--- src/rtl/fc_pkg.sv ---
// Shared types and helpers for the time-multiplexed fully-connected neuron.
package fc_pkg;

  typedef enum logic [1:0] {
    IDLE  = 2'd0,
    ACCUM = 2'd1,
    DRAIN = 2'd2,
    OUT   = 2'd3
  } fc_state_e;

  // Accumulator width: full-precision products, growth over IN terms, one guard bit for bias.
  function automatic int acc_width(input int width, input int in);
    return 2 * width + $clog2(in) + 1;
  endfunction

endpackage

--- src/rtl/fc_lane_sum.sv ---
// Registered signed adder tree that reduces the LANES products of one beat to a single sum.
module fc_lane_sum
  import fc_pkg::*;
#(
  parameter int WIDTH = 8,
  parameter int LANES = 4
) (
  input  logic                                   clk,
  input  logic                                   rst_n,
  input  logic                                   vld_p1,
  input  logic [LANES*2*WIDTH-1:0]               prod_p1,
  output logic                                   vld_p2,
  output logic signed [2*WIDTH+$clog2(LANES)-1:0] sum_p2
);

  localparam int PW    = 2 * WIDTH;
  localparam int SUM_W = PW + $clog2(LANES);
  localparam int NODES = 2 * LANES;

  function automatic logic signed [SUM_W-1:0] add2(input logic signed [SUM_W-1:0] a,
                                                   input logic signed [SUM_W-1:0] b);
    return a + b;
  endfunction

  logic signed [SUM_W-1:0] sum_d;
  logic signed [SUM_W-1:0] sum_p2_q;
  logic                    vld_p2_q;

  // Heap-ordered tree: leaves at LANES..2*LANES-1, node i sums children 2i and 2i+1.
  always_comb begin : tree
    logic signed [SUM_W-1:0] node [NODES];
    node[0] = '0;
    for (int k = 0; k < LANES; k++) begin
      node[LANES+k] = SUM_W'($signed(prod_p1[k*PW +: PW]));
    end
    for (int i = LANES - 1; i >= 1; i--) begin
      node[i] = add2(node[2*i], node[2*i+1]);
    end
    sum_d = node[1];
  end

  // P2 boundary: valid flag is control and is cleared by reset.
  always_ff @(posedge clk or negedge rst_n) begin
    if (!rst_n) vld_p2_q <= 1'b0;
    else        vld_p2_q <= vld_p1;
  end

  // P2 boundary: lane sum data, captured only when a beat is in flight.
  always_ff @(posedge clk) begin
    if (vld_p1) sum_p2_q <= sum_d;
  end

  assign vld_p2 = vld_p2_q;
  assign sum_p2 = sum_p2_q;

endmodule

--- src/rtl/fc_neuron_seq.sv ---
// Time-multiplexed FC neuron: LANES multiplies per beat, lane-sum tree, bias-preloaded
// accumulator, optional ReLU, valid/ready result port.
module fc_neuron_seq
  import fc_pkg::*;
#(
  parameter int WIDTH   = 8,
  parameter int IN      = 128,
  parameter int LANES   = 4,
  parameter int RELU_EN = 1,
  parameter int ACC_W   = acc_width(WIDTH, IN)
) (
  input  logic                     clk,
  input  logic                     rst_n,
  input  logic                     w_we,
  input  logic [$clog2(IN+1)-1:0]  w_addr,
  input  logic signed [WIDTH-1:0]  w_data,
  output logic                     busy,
  input  logic                     s_valid,
  output logic                     s_ready,
  input  logic [LANES*WIDTH-1:0]   s_data,
  output logic                     m_valid,
  input  logic                     m_ready,
  output logic signed [ACC_W-1:0]  m_data
);

  localparam int NBEATS = IN / LANES;
  localparam int CNT_W  = (NBEATS > 1) ? $clog2(NBEATS) : 1;
  localparam int AW     = $clog2(IN + 1);
  localparam int IDX_W  = (IN > 1) ? $clog2(IN) : 1;
  localparam int PW     = 2 * WIDTH;
  localparam int SUM_W  = PW + $clog2(LANES);
  localparam logic [CNT_W-1:0] LAST_BEAT = CNT_W'(NBEATS - 1);

  if (IN % LANES != 0) begin : g_bad_cfg
    $error("fc_neuron_seq: IN must be a multiple of LANES");
  end

  function automatic logic signed [ACC_W-1:0] relu_fn(input logic signed [ACC_W-1:0] v);
    if (RELU_EN != 0 && v[ACC_W-1]) return '0;
    return v;
  endfunction

  // Control state
  fc_state_e               state_q, state_d;
  logic [CNT_W-1:0]        cnt_q, cnt_d;
  logic                    drain_q, drain_d;
  logic                    s_ready_q, s_ready_d;
  logic                    busy_q, busy_d;
  logic                    m_valid_q, m_valid_d;
  logic signed [ACC_W-1:0] m_data_q, m_data_d;

  // Datapath
  logic signed [WIDTH-1:0] w_mem_q [IN];
  logic signed [ACC_W-1:0] bias_q, bias_d;
  logic signed [ACC_W-1:0] acc_q, acc_d;
  logic [LANES*PW-1:0]     prod_d, prod_p1_q;
  logic                    vld_p1_q, first_p1_q, first_p2_q;
  logic                    vld_p2;
  logic signed [SUM_W-1:0] sum_p2;

  logic beat_acc, last_beat, wr_ok, mem_we;

  assign beat_acc  = s_valid && s_ready_q;
  assign last_beat = beat_acc && (cnt_q == LAST_BEAT);
  // A beat in the same cycle wins over a write; writes are only taken while idle.
  assign wr_ok     = w_we && !busy_q && !beat_acc;
  assign mem_we    = wr_ok && (w_addr < AW'(IN));

  // Bias register update: w_addr == IN selects it, value sign-extended.
  always_comb begin
    bias_d = bias_q;
    if (wr_ok && (w_addr == AW'(IN))) bias_d = ACC_W'(w_data);
  end

  // Weight store: plain register array, deliberately not reset so weights survive rst_n.
  always_ff @(posedge clk) begin
    if (mem_we) w_mem_q[w_addr[IDX_W-1:0]] <= w_data;
  end

  // Lane products for the current beat, weights selected at cnt*LANES + k.
  always_comb begin : mult
    logic [IDX_W-1:0]        idx;
    logic signed [WIDTH-1:0] a;
    prod_d = '0;
    for (int k = 0; k < LANES; k++) begin
      idx = IDX_W'(int'(cnt_q) * LANES + k);
      a   = $signed(s_data[k*WIDTH +: WIDTH]);
      prod_d[k*PW +: PW] = PW'(a) * PW'(w_mem_q[idx]);
    end
  end

  // P1 boundary: products, captured only on an accepted beat.
  always_ff @(posedge clk) begin
    if (beat_acc) prod_p1_q <= prod_d;
  end

  // P1/P2 boundary control: valid and first-beat marker travel with the data.
  always_ff @(posedge clk or negedge rst_n) begin
    if (!rst_n) begin
      vld_p1_q   <= 1'b0;
      first_p1_q <= 1'b0;
      first_p2_q <= 1'b0;
    end else begin
      vld_p1_q   <= beat_acc;
      first_p1_q <= beat_acc && (cnt_q == '0);
      first_p2_q <= first_p1_q;
    end
  end

  fc_lane_sum #(
    .WIDTH (WIDTH),
    .LANES (LANES)
  ) u_lane_sum (
    .clk     (clk),
    .rst_n   (rst_n),
    .vld_p1  (vld_p1_q),
    .prod_p1 (prod_p1_q),
    .vld_p2  (vld_p2),
    .sum_p2  (sum_p2)
  );

  // P3 accumulate: first beat of a vector restarts from the bias instead of the old sum.
  always_comb begin
    acc_d = acc_q;
    if (vld_p2) acc_d = (first_p2_q ? bias_q : acc_q) + ACC_W'(sum_p2);
  end

  // P3 boundary: accumulator and bias, both cleared by reset.
  always_ff @(posedge clk or negedge rst_n) begin
    if (!rst_n) begin
      acc_q  <= '0;
      bias_q <= '0;
    end else begin
      acc_q  <= acc_d;
      bias_q <= bias_d;
    end
  end

  // FSM next state; the result is latched from acc_d so it appears together with m_valid.
  always_comb begin
    state_d  = state_q;
    cnt_d    = cnt_q;
    drain_d  = drain_q;
    m_data_d = m_data_q;
    case (state_q)
      IDLE, ACCUM: begin
        if (beat_acc) begin
          cnt_d   = last_beat ? '0 : cnt_q + CNT_W'(1);
          state_d = last_beat ? DRAIN : ACCUM;
          drain_d = 1'b0;
        end
      end
      DRAIN: begin
        if (drain_q) begin
          state_d  = OUT;
          m_data_d = relu_fn(acc_d);
        end else begin
          drain_d = 1'b1;
        end
      end
      OUT: begin
        if (m_ready) state_d = IDLE;
      end
      default: state_d = IDLE;
    endcase
    s_ready_d = (state_d == IDLE) || (state_d == ACCUM);
    busy_d    = (state_d != IDLE);
    m_valid_d = (state_d == OUT);
  end

  // FSM state and registered handshake outputs.
  always_ff @(posedge clk or negedge rst_n) begin
    if (!rst_n) begin
      state_q   <= IDLE;
      cnt_q     <= '0;
      drain_q   <= 1'b0;
      s_ready_q <= 1'b1;
      busy_q    <= 1'b0;
      m_valid_q <= 1'b0;
      m_data_q  <= '0;
    end else begin
      state_q   <= state_d;
      cnt_q     <= cnt_d;
      drain_q   <= drain_d;
      s_ready_q <= s_ready_d;
      busy_q    <= busy_d;
      m_valid_q <= m_valid_d;
      m_data_q  <= m_data_d;
    end
  end

  assign s_ready = s_ready_q;
  assign busy    = busy_q;
  assign m_valid = m_valid_q;
  assign m_data  = m_data_q;

endmodule

--- config.mk ---
export PLATFORM = sky130hd
export DESIGN_NAME = fc_neuron_seq
export DESIGN_NICKNAME = d
export VERILOG_FILES = /design/src/rtl/fc_pkg.sv /design/src/rtl/fc_lane_sum.sv /design/src/rtl/fc_neuron_seq.sv
export SDC_FILE = /design/constraint.sdc
export NUM_CORES = 2
export LEC_CHECK = 0
export BUFFER_PORTS_ARGS = -buffer_cell sky130_fd_sc_hd__clkbuf_2
export CORE_MARGIN = 2
export CORE_UTILIZATION = 60
export DETAILED_ROUTE_END_ITERATION = 8
export PLACE_DENSITY = 0.76
export SKIP_LAST_GASP = 1
export SLEW_MARGIN = 0
export SYNTH_ARGS = -nofsm -noshare
export SYNTH_HDL_FRONTEND = slang
export SYNTH_HIERARCHICAL = 1
export SYNTH_SLANG_ARGS = --single-unit
--- constraint.sdc ---
create_clock -name clk -period 6.7 [get_ports clk]
set_clock_uncertainty 0.1 [all_clocks]
set_input_delay 0 -clock clk [delete_from_list [all_inputs] [get_ports clk]]
set_output_delay 0 -clock clk [all_outputs]
set_load 0.1 [all_outputs]
# Word-level counts from Yosys, hierarchy flattened
# Memories as Yosys holds them, arrays and structs flattened.
# Index checks and enable logic that the tools add are counted.
[word_totals]
regBits = 153
latchBits = 0
ramBits = 1024
rom_bits = 0
inputBits = 53
out_inout_bits = 27
n_memories = 1
[op_classes]
n_addsub = 8
mul = 4
div_mod_pow = 0
n_lt_le_gt_ge = 1
n_eq_ne = 8
n_shift = 0
n_mux = 17
n_bitwise = 0
reduce_logical = 19
[memory_table]
columns = ["name", "words", "word_bits", "rd", "rd_ports_with_merged_regs", "write_ports", "line_no", "rtl"]
rows = [
  ["w_mem_q", 128, 8, 4, 0, 1, "fc_neuron_seq.sv:53", "logic signed [WIDTH-1:0] w_mem_q [IN];"],
]
[op_table]
columns = ["op", "n"]
rows = [
  ["$mux W24", 4],
  ["$mul A8 B8 Y16", 4],
  ["$add A16 B16 Y17", 2],
  ["$add A24 B18 Y24", 1],
  ["$add A18 B18 Y18", 1],
  ["$add A7 B2 Y7 const B", 2],
  ["$eq A8 B8 Y1 const B", 1],
  ["$lt A8 B8 Y1 const B", 1],
  ["$mux W2", 4],
  ["$add A7 B1 Y7 const B", 1],
  ["$logic_and A1 B1 Y1", 7],
  ["$eq A2 B2 Y1 const B", 3],
  ["$mux W1", 6],
  ["$pmux W2 S3", 1],
  ["$reduce_and A2 Y1", 3],
  ["$add A5 B1 Y5 const B", 1],
  ["$eq A5 B5 Y1 const B", 1],
  ["$logic_not A5 Y1", 1],
  ["$mux W5", 1],
  ["$eq A2 B1 Y1 const B", 2],
  ["$logic_not A2 Y1", 2],
  ["$reduce_bool A2 Y1", 2],
  ["$logic_not A1 Y1", 2],
  ["$ne A2 B2 Y1 const B", 1],
  ["3 further kinds", 3],
]

# Logic depth before layout (Yosys ltp)
[depth]
word_depth = 7
ltp_mapped = 24
mapped_depth_nobuf = 21

# Modules after synthesis
# The synthesis kept the hierarchy.
[by_module_without_submodules]
columns = ["module", "n_inst", "cells_per_inst", "area_per_inst_um2"]
rows = [
  ["fc_neuron_seq", 1, 3288, 55662.1],
  ["fc_lane_sum", 1, 242, 2329.7],
]

# Least setup slack after synthesis
# OpenSTA, ideal clock, no wires.
[synth_path]
path_kind = "reg-to-reg"
startpoint = "register cnt_q[1]"
endpoint = "register prod_p1_q[30] (data pin)"
setup_ns = 0.195
arrival_ns = 5.911
t_required_ns = 6.405
path_slack_ns = 0.495
stages_incl_launch_ff = 24
period_less_slack_ns = 6.205
cell_sequence = "dfrtp_1 > buf_2 > clkbuf_1 > clkbuf_1 > mux4_2 > mux4_2 > mux2i_1 > nor2b_1 > inv_1 > fa_1 > fa_1 > inv_1 > fa_1 > inv_1 > fa_1 > inv_1 > ha_1 > o21ai_0 > a21boi_0 > o21ai_0 > a21boi_0 > o21ai_0 > nand2_1 > o311ai_0"
[synth_between]
elab_chain_cells = 3
[synth_lines]
columns = ["element", "line_no", "rtl"]
rows = [
  ["start, declared", "fc_neuron_seq.sv:45", "logic [CNT_W-1:0] cnt_q, cnt_d;"],
  ["start signal, assigned", "fc_neuron_seq.sv:183", "cnt_q <= cnt_d;"],
  ["$add A7 B1 Y7", "fc_neuron_seq.sv:86", "idx = IDX_W'(int'(cnt_q) * LANES + k);"],
  ["$mem_v2 Z128 W8", "-", ""],
  ["$mul A8 B8 Y16", "fc_neuron_seq.sv:88", "prod_d[k*PW +: PW] = PW'(a) * PW'(w_mem_q[idx]);"],
  ["via prod_d[30]", "fc_neuron_seq.sv:56", "logic [LANES*PW-1:0] prod_d, prod_p1_q;"],
  ["end signal, assigned", "fc_neuron_seq.sv:94", "if (beat_acc) prod_p1_q <= prod_d;"],
  ["end, declared", "fc_neuron_seq.sv:56", ""],
]
# The timed path passes the listed nets, and every way through them passes these cells.
# A chain may end at the register's enable or synchronous reset.

# Worst setup path after layout
[layout_path]
startpoint = "register cnt_q[0]"
endpoint = "register prod_p1_q[28] (data pin)"
# The elaborated chain is that of the path after synthesis.

==> metrics <==
Worst Setup Start Kind=flop; antenna violations before repair=5; post-synthesis mux area share=14.0%; via count=31600; clock buffer depth=3; Inst Count DP=4888; Async SR Flop Fraction=5.95%; delay-heaviest family, CP=adder cells; total CTS buffers=~110; pin count of the biggest net entering global routing=102; WL per Instance=~26 um; global-route wire length before repair=204000 um; number of synthesized flops with an enable pin=roughly 1100; IO Pins=80; Util after Layout=about 68%; fraction of layout cells with a size suffix above 1=20.4%; CTS Sinks=1176; placed wire-length estimate=86800 um; XOR/XNOR share of the synthesized area=1.36%; area of the core=between 90000 and 100000 um^2; worst path cell trace=buf_16 -> buf_4 -> mux4_2 -> mux4_2 -> mux2i_4 -> buf_6 -> nor2b_1 -> fa_1 -> inv_1 -> fa_1 -> inv_1 -> fa_1 -> inv_1 -> fa_1 -> inv_1 -> ha_1 -> o21ai_0 -> a21boi_0 -> o21ai_1 -> a21boi_0 -> o21ai_1 -> nand2_1 -> buf_4 -> xor2_1; Main synth FF type=edfxtp_1; final setup vio count=0; post-synthesis cell type count=78; Root Buffer=clkbuf_16; Chip Height=around 310 um; WS Path Type=flop to flop; port bufs=78; largest family of logic cells by synthesized area=multiplexers; outcome=finished clean; compound-gate portion of the synthesized area=2.66%; number of fill cells in the layout=between 6000 and 7000; Seq/Total Area, Yosys=60.3%; Clock Latency Late Sink=0.70 ns; synthesized cell area=58000 um^2; area of the die=99200 um^2; Reg clk slew, reported paths=approximately 0.060 ns; initial drt markers=3515; worst path buffer plus inverter count=8; DR pass1 iterations=5; critical path peak fanout=11; area share of the largest cell type after synthesis=57.3%; fin crit share=97.4%; syn avg cell area=16.4 um^2; Hold Fails Final Rpt=0; CTS tree=done; synth warn=6; Residual DRC=0; top post-synthesis cells by area=edfxtp_1 57%, mux4_2 12%, fa_1 8.8%; Slowest-stage cell, CP=mux4_2; ANT nets after route=0; Total Wirelength=about 140000 um; vias in the first global route=around 33000; H-tree levels=3; Max Clk Rate=153 MHz; WP data arrival=6.88 ns; Hold Path Class=input pin to flop; Finished Layout Cells=5145; Required @ worst endpoint=7.05 ns; global-route total usage across every layer=27.8%; Post-Syn Instances=3530; count leader, synth=edfxtp_1; top cells by count, synth=1106 x edfxtp_1, 452 x inv_1, 320 x mux4_2, 254 x fa_1, 205 x nor2_1; Site Rows=114; top cell type by total area after synthesis=edfxtp_1; Synth Area in Simple Gates=5.77%; GRT Residual Overflow=0; drt via density=6.15; die width=315 um; post-layout min period=around 6.5 ns; Worst-Margin Slew=1.21 ns; Max Cap Viol=0; Synth Net Count=3996; Initial Utilization=60.2%; #FFs+latches synth=1176; Max Slew Vio Count=0; Area Growth Syn to Fin=12.1%; Critical Path Max Stage Delay=0.59 ns; post-synthesis adder-cell area fraction=12.2%; CP endpoint kind=flop; Slew headroom=19.6%; global placement routability congestion=0.893; nets@finish=around 4200; RSZ-0062 raised after global routing=true
## state kept, by name, indices dropped and copies added, names as in the netlist
register           cells
w_mem_q             1024
prod_p1_q             64
acc_q                 24
m_data                23
u_lane_sum/sum_p2     18
bias_q                 8
cnt_q                  5
state_q                2
busy                   1
drain_q                1
first_p1_q             1
first_p2_q             1
m_valid                1
s_ready                1
u_lane_sum/vld_p2      1
vld_p1_q               1
## placed cells by master (no fill, tap or decap), types with 109 or more instances in the layout
cell type,instances
fa_1,254
inv_1,451
edfxtp_1,1106
nor2b_1,173
ha_1,159
buf_4,115
nand2_1,109
clkbuf_16,117
mux4_2,320
nor2_1,205
## through the flow
step	area [um^2]	worst slack, ns	setup TNS [ns]	hold WS [ns]
6_report	65000	0.171	0	0.0452
5_1_grt	65000	-0.0949	-0.151	0.0832
4_1_cts	64700	0.00124	0	0.0273
3_5_place_dp	60700	0.0305	0	0.117
3_3_place_gp	60700	0.175	0	0.103
2_1_floorplan	58000	0.495	0	-0.396
## cells by family (layout without fill, tap and decap cells)
family / Yosys count / in the layout
simple gates: 662 / 662
xor+xnor: 90 / 90
mux: 391 / 391
fa+ha+maj: 413 / 413
compound gates: 236 / 236
other cells: 1 / 3
flops: 1176 / 1176
buf+inv: 561 / 898
## final timing paths
kind	start	to	slack, ns	cells after the start
max in group asynchronous	rst_n	cnt_q[0]	5.79	4
worst max-delay path	cnt_q[0]	prod_p1_q[28]	0.17	24
min in group asynchronous	rst_n	s_ready	0.32	3
worst min register to register	first_p1_q	first_p2_q	0.26	0
worst min-delay path	s_data[10]	prod_p1_q[18]	0.05	5
worst max register to register	cnt_q[0]	prod_p1_q[28]	0.17	24
## cell type report
class,instances,area [um^2],share of cell area [%]
clock inverter,71,746,1.15
multi-input combinational,1793,20900,32.2
inverter,452,1700,2.61
tap,1276,1600,2.46
clock buffer,140,3020,4.65
sequential,1176,35000,53.8
antenna,2,5.00,0.00770
timing repair buffer,235,2030,3.13
## per-layer routing
metal  track usage [%]  vias up  routed length, um
met5                 0        -                 18
met3              4.49      258              10100
met2              45.7     1503              68700
met4              10.0        2               4910
met1              38.2    16400              52600
li1                  -    13500                  -
## worst min-delay path: stages
cell and delay [ns]:
clkbuf_2 0.20, nor2b_1 0.17, ha_1 0.14, ha_1 0.11, ha_1 0.11
## timing repair
action / 4_1_cts / 5_1_grt
pin swaps: 0 / 2
setup buffers: 0 / 20
resized for setup: 1 / 25
cloned: 0 / 2
hold buffers: 22 / 0
endpoints found under the setup margin: 2 / 17
endpoints found under the hold margin: 463 / 0
Power is left out: the tool's default activity adds up to more than one toggle a clock period on the data nets, which glitch-free logic cannot reach.
